### src/rtl/sev_seg_monitor.sv
// Loop-back observer for a multiplexed active-low seven-segment bus: waits for each
// digit to dwell, decodes it back to a nibble and publishes whole frames.
module sev_seg_monitor #(
  parameter int NUM_DIGITS    = 4,
  parameter int STABLE_CYCLES = 4
) (
  input  logic                    clk,
  input  logic                    reset,
  input  logic [6:0]              segs_in,
  input  logic [NUM_DIGITS-1:0]   an_in,
  output logic [4*NUM_DIGITS-1:0] value_out,
  output logic [NUM_DIGITS-1:0]   digit_err,
  output logic                    value_valid,
  output logic                    frame_valid
);

  localparam int SW   = NUM_DIGITS + 7;
  localparam int CW   = $clog2(STABLE_CYCLES + 1);
  localparam int IDXW = (NUM_DIGITS > 1) ? $clog2(NUM_DIGITS) : 1;
  localparam logic [CW-1:0] CNT_MAX  = CW'(STABLE_CYCLES);
  localparam logic [CW-1:0] CNT_LAST = CW'(STABLE_CYCLES - 1);

  logic [SW-1:0]         s_q;
  logic [SW-1:0]         p_q;
  logic [CW-1:0]         cnt;
  logic [NUM_DIGITS-1:0] seen;
  logic [3:0]            shadow [NUM_DIGITS];
  logic [NUM_DIGITS-1:0] shadow_err;

  logic [NUM_DIGITS-1:0] s_an;
  logic [6:0]            s_segs;
  logic                  stable;
  logic                  capture;
  logic                  frame_done;
  logic [IDXW-1:0]       sel_idx;
  logic [3:0]            dec_nibble;
  logic                  dec_legal;

  assign s_an       = s_q[SW-1:7];
  assign s_segs     = s_q[6:0];
  assign stable     = (s_q == p_q) && $onehot(~s_an);
  assign capture    = stable && (cnt == CNT_LAST);
  assign frame_done = &seen;

  always_comb begin
    sel_idx = '0;
    for (int k = 0; k < NUM_DIGITS; k++) begin
      if (!s_an[k]) sel_idx = IDXW'(k);
    end
  end

  // Inverse of the board's hex-to-segment table; anything else is flagged illegal.
  always_comb begin
    dec_nibble = 4'h0;
    dec_legal  = 1'b1;
    case (s_segs)
      7'b1000000: dec_nibble = 4'h0;
      7'b1111001: dec_nibble = 4'h1;
      7'b0100100: dec_nibble = 4'h2;
      7'b0110000: dec_nibble = 4'h3;
      7'b0011001: dec_nibble = 4'h4;
      7'b0010010: dec_nibble = 4'h5;
      7'b0000010: dec_nibble = 4'h6;
      7'b1111000: dec_nibble = 4'h7;
      7'b0000000: dec_nibble = 4'h8;
      7'b0010000: dec_nibble = 4'h9;
      7'b0001000: dec_nibble = 4'hA;
      7'b0000011: dec_nibble = 4'hB;
      7'b1000110: dec_nibble = 4'hC;
      7'b0100001: dec_nibble = 4'hD;
      7'b0000110: dec_nibble = 4'hE;
      7'b0001110: dec_nibble = 4'hF;
      default:    dec_legal  = 1'b0;
    endcase
  end

  always_ff @(posedge clk or posedge reset) begin
    if (reset) begin
      s_q <= '0;
      p_q <= '0;
      cnt <= '0;
    end else begin
      s_q <= {an_in, segs_in};
      p_q <= s_q;
      if (!stable)
        cnt <= '0;
      else if (cnt != CNT_MAX)
        cnt <= cnt + 1'b1;
    end
  end

  // Saturating cnt means a long-held digit is captured once, not every cycle.
  always_ff @(posedge clk or posedge reset) begin
    if (reset) begin
      seen       <= '0;
      shadow_err <= '0;
      for (int k = 0; k < NUM_DIGITS; k++) shadow[k] <= 4'h0;
    end else begin
      if (frame_done) seen <= '0;
      if (capture) begin
        seen[sel_idx] <= 1'b1;
        if (dec_legal) begin
          shadow[sel_idx]     <= dec_nibble;
          shadow_err[sel_idx] <= 1'b0;
        end else begin
          shadow_err[sel_idx] <= 1'b1;
        end
      end
    end
  end

  always_ff @(posedge clk or posedge reset) begin
    if (reset) begin
      value_out   <= '0;
      digit_err   <= '0;
      value_valid <= 1'b0;
      frame_valid <= 1'b0;
    end else begin
      frame_valid <= frame_done;
      if (frame_done) begin
        for (int k = 0; k < NUM_DIGITS; k++) value_out[4*k +: 4] <= shadow[k];
        digit_err   <= shadow_err;
        value_valid <= 1'b1;
      end
    end
  end

endmodule
### config.mk
export PLATFORM = sky130hd
export DESIGN_NAME = sev_seg_monitor
export DESIGN_NICKNAME = d
export VERILOG_FILES = /design/src/rtl/sev_seg_monitor.sv
export SDC_FILE = /design/constraint.sdc
export NUM_CORES = 1
export LEC_CHECK = 0
export ABC_CLOCK_PERIOD_IN_PS = 3800
export BUFFER_PORTS_ARGS = -buffer_cell sky130_fd_sc_hd__clkbuf_2
export CAP_MARGIN = 25
export CORE_ASPECT_RATIO = 1.2
export CORE_MARGIN = 3
export CORE_UTILIZATION = 35
export DETAILED_ROUTE_END_ITERATION = 6
export GPL_ROUTABILITY_DRIVEN = 0
export SYNTH_ARGS = -nofsm -noshare
export SYNTH_HDL_FRONTEND = slang
export SYNTH_SLANG_ARGS = --single-unit
### constraint.sdc
create_clock -name clk -period 3.8 [get_ports clk]
set_input_delay 0.38 -clock clk [delete_from_list [all_inputs] [get_ports clk]]
set_output_delay 0.38 -clock clk [all_outputs]
set_load 0.02 [all_outputs]
* After elaboration in Yosys (flattened, before gate mapping) *
Index checks and enable logic that the tools add are counted.

operators by class
  mux-type cells = 15
  bitwise operators = 6
  reductions and logical operators = 8
  eq/ne operators = 20
  add/sub/neg operators = 4
  order comparisons = 4

operator list
  operator               count
  $pmux W4 S15           1
  $eq A7 B7 Y1 const B   4
  $eq A7 B5 Y1 const B   3
  $eq A7 B6 Y1 const B   3
  $bwmux W16             1
  $mux W4                4
  $reduce_or A16 Y1      1
  $eq A7 B2 Y1 const B   2
  $eq A7 B4 Y1 const B   2
  $eq A11 B11 Y1         1
  $demux W4 S2           1
  $not A4 Y4             2
  $or A4 B4 Y4           2
  $eq A7 B3 Y1 const B   1
  $logic_not A7 Y1       1
  $mux W3                2
  $add A1 B1 Y2          2
  $and A4 B4 Y4          1
  $logic_and A1 B1 Y1    4
  $mux W2                2
  $reduce_and A4 Y1      1
  $add A2 B2 Y3          1
  $add A3 B1 Y3 const B  1
  $eq A3 B1 Y1 const B   1
  11 further kinds       13

word-level totals
  flip-flop bits (word level) = 71
  input bits = 13
  output and inout bits = 22

* Depth between registers and ports, before layout *
  depth in word-level cells = 10
  depth in mapped cells = 10

* Worst setup path before layout *
OpenSTA, ideal clock, no wires.

  kind = reg-to-reg
  start = register s_q[7]
  end = register shadow[10] in the netlist's numbering
  data arrival time = 3.158 ns
  cell stages (with the launch flop) = 10
  data required time = 3.723 ns
  slack = 0.564 ns
  library setup time = 0.077 ns
  cell sequence = dfrtp_1 > fa_1 > inv_1 > ha_1 > ha_1 > or3b_1 > or4_4 > or4_4 > a32o_1 > a21oi_1

between the ends
  longest elaborated chain between the ends = 7
  elaborated cells on any way between the ends = 8
  those cells by class = add/sub (2); eq/ne (2); bitwise (1); reduce/logical (3)

RTL lines
  item                                 RTL line  text
  start: declaration                   23        logic [SW-1:0] s_q;
  start signal: assignment             83        s_q <= {an_in, segs_in};
  $not A4 Y4                           41        assign stable = (s_q == p_q) && $onehot(~s_an);
  $add A1 B1 Y2 (implied by the code)  41
  $add A2 B2 Y3 (implied by the code)  41
  $eq A3 B1 Y1                         41
  $logic_and A1 B1 Y1 (*)              41
  $logic_and A1 B1 Y1 (*)              42        assign capture = stable && (cnt == CNT_LAST);
  $reduce_and A2 Y1 (no line) (*)      -
  end signal: indexed assignment       103       shadow[sel_idx] <= dec_nibble;
  end: declaration                     27        logic [3:0] shadow [NUM_DIGITS];

Mark *: on every way between the ends. The rest lies on a longest branch, timed or not.
A chain may end at the register's enable or synchronous reset.

* Final worst setup path *
  start = register s_q[10]
  end = register shadow[14] in the netlist's numbering

between the ends
  longest elaborated chain between the ends = 7
  elaborated cells on any way between the ends = 16
  those cells by class = add/sub (2); order compare (2); eq/ne (2); mux (4); bitwise (2); reduce/logical (4)

RTL lines
  item                                                                       RTL line
  $mux W2 or $not A4 Y4 (tied branches)                                      48, 41
  $not A2 Y3 (implied by the code) or $add A1 B1 Y2 (tied branches)          103, 41
  $ge A3 B3 Y1 (implied by the code) (tied with other cells)                 103
  $logic_and A1 B1 Y1 (implied by the code) or $eq A3 B1 Y1 (tied branches)  103, 41
  $mux W4 (implied by the code) or $logic_and A1 B1 Y1 (tied branches)       103, 41
  $demux W4 S2 or $logic_and A1 B1 Y1 (tied branches)                        103, 42
  $bwmux W16 or $reduce_and A2 Y1 (tied branches)                            -

Several ways; a longest one is shown, not always the timed one.

==> results.cfg <==
[status]
outcome = complete, no violations

[clock_network]
cts_buffers = 9
cts_tree = built
clk_latency_ns = 0.35
clk_pin_slew_worst_paths_ns = 0.08
cts_setup_buffers = 0
clock_sinks = 71
cts-resized-gates = 0
clockBufferDepth = 2
holdBufCountCts = 0
cts_max_level = 3
cts_root_buf = clkbuf_8

[yosys]
ys_seq_elements = 71
synth.avg_cell_area_um2 = 10.5
synth.top_cell.area_share = 0.569
synth.area.top_cells = dfrtp_1 (57%), nand2_1 (8.1%), xor2_1 (3.4%)
yosys.area.top_type = dfrtp_1
synth-compound-area-share = 0.110
yosys_warnings = 0
synth-async-reset-ratio = 1.00
synthSimpleGateAreaFrac = 0.200
synthMuxAreaShare = 0.0240
synth_edf_count = 0
ys_seq_area_frac = 0.569
synth-xor-area-share = 0.0365
synth_cell_types = 44
synth_top_family_by_area = simple AND/OR/NAND/NOR gates
syn_area_um2 = 3120
synth_fp_nets = 316
synth_flop_cell = dfrtp_1
syn-instance-count = 297
synthAdderAreaFrac = 0.0264

[sta]
skew_ns = 0.0135
max_clock_freq_ghz = 0.290
tns_ns = 0
fin_crit_sh = 0.906
whs_ns = 0.131
min_period_ns = 3.44
setup_violations = 0
finalHoldViolCount = 0
slew_violations = 0
slew_headroom = 0.431
worstMarginPinSlew_ns = 0.853
rsz0062_at_grt = no

[job]
drv_cap = 0

[floorplanning]
die_w_um = 92.2
coreArea_um2 = 8610
ioPinCount = 35
num_rows = 37
start_util = 0.363
die_h_um = 109
die-area_um2 = 10100

[worst_setup_path]
reg2reg_slack_ns = 0.36
crit_family = simple AND/OR/NAND/NOR gates
cp.required_ns = 4.07
crit_slowest_cell = or4_4
r2r_end = shadow[14]
max_stage_delay_ns = 0.59
crit_path_cell_trace = fa_1, inv_1, ha_1, ha_1, or3b_1, or4_4, or4_4, a32o_1, a21oi_1
cp-end-kind = register
crit_type = register to register
cp_max_fo = 8
path_buf_inv = 1
crit_start = s_q[10]
r2r_cells = 9
start_kind = register
cp.depth = 9
r2r_start = s_q[10]
crit_arrival_ns = 3.71

[power]
powerDensity_nw_per_um2 = 405
total_power_mw = 1.46
p_leak_nw = 1.71
ir_drop_uv = 215

[routing]
drt_iter0_drc = 128
vias_per_cell = 4.96
routed-via-count = 2248
wl_um = 6130
drc_errors = 0
postRouteAntennaNets = 0
routedWlPerCell_um = 13.5
first_pass_iters = 4

[final_layout]
final_cell_mix = dfrtp_1 (71), nand2_1 (67), clkbuf_2 (34)
fin_area_um2 = 3590
syn_to_final_growth_pct = 15.1
layout-drive-gt1-share = 0.188
num_antenna_cells = 0
final_common_cell = dfrtp_1
final_nets = 350

[hold_path]
hold_class = input pin to register
min_from = an_in[0]
hold_end = s_q[7]
min_path_cells = 1

[global_routing]
grt.busiest_layer = met2
grt_max_degree = 40
use_met1 = 0.173
grtUsageMet3 = 0.0294
grt_util_all_layers = 0.136
grt_pass1_wl_um = 10800
grt_overflow = 0
first_global_vias = 2247
globalRouteMet2Util = 0.217
antenna_found_initial = 0

[place]
portBuffers = 34
place_hpwl_um = 4340
placed_area_um2 = 3400
-- cell usage after synthesis, types with 4 or more instances --
library cell   n
nor2_1         9
nor3_1         8
mux2_2         4
a21oi_1        6
inv_1         14
xor2_1        12
and3_1         5
a31oi_1        4
a32o_1         4
buf_2          6
o21ai_0       12
nand2b_1       4
ha_1           5
a311oi_1       4
nor2b_1        4
or4_4          5
nand3_1        5
a2bb2oi_1      8
clkbuf_1       6
nand2_1       67
dfrtp_1       71
-- metrics by stage --
stage | instances | utilization | setup slack, ns
6_report | 453 | 0.417 | 0.356
5_1_grt | 453 | 0.417 | 0.153
4_1_cts | 453 | 0.417 | 0.356
3_5_place_dp | 437 | 0.395 | 0.377
3_3_place_gp | 437 | 0.395 | 0.462
2_1_floorplan | 297 | - | 0.564
-- state kept, by name, summed over array words and instances, names as in the netlist, named ones only --
register and cells:
shadow 16, value_out 16, p_q 11, s_q 11, digit_err 4, seen 4, cnt 3, frame_valid 1
value_valid 1
-- how the worst max path moves through the flow --
stage	slack (ns)	to
after floorplan	0.56	shadow[10]
after global placement	0.46	shadow[2]
after detailed placement	0.38	shadow[14]
after CTS	0.36	shadow[14]
after global routing	0.15	shadow[3]
final	0.36	shadow[14]
-- logic make-up (layout without fill, tap and decap cells) --
logic type / count (synthesis) / in the layout
and+or+nand+nor: 125 / 125
DFF: 71 / 71
AOI/OAI and AO/OA: 48 / 48
buffers and inverters: 27 / 66
xor gates and xnor gates: 13 / 13
muxes: 7 / 7
adders and majority gates: 6 / 6
-- worst register-to-register path: stages (launching register included) --
cell and delay (ns):
dfrtp_1 0.48, fa_1 0.51, inv_1 0.04, ha_1 0.18, ha_1 0.27, or3b_1 0.37
or4_4 0.58, or4_4 0.59, a32o_1 0.22, a21oi_1 0.12
-- report_power, final --
part / switching, mW / internal, mW / leakage, nW
clock network: 0.292 / 0.304 / 0.0956
logic: 0.0445 / 0.0269 / 0.677
registers: 0.0210 / 0.767 / 0.941
-- area by class of cell --
type / instances / area [µm²]
fill: 868 / 5020
sequential: 71 / 1780
multi-input combinational: 199 / 1240
timing repair buffer: 36 / 185
tap: 117 / 146
clock buffer: 9 / 124
clock inverter: 7 / 72.6
inverter: 14 / 52.6
-- routing by layer --
layer  vias to the layer above  routed length, µm  share of wire
met5                         -                  0              0
li1                       1108                  -              -
met4                         0                133          0.022
met3                        11                233          0.038
met2                        46               2960           0.48
met1                      1083               2810           0.46
Note: power is estimated with default switching activity, not from simulation.
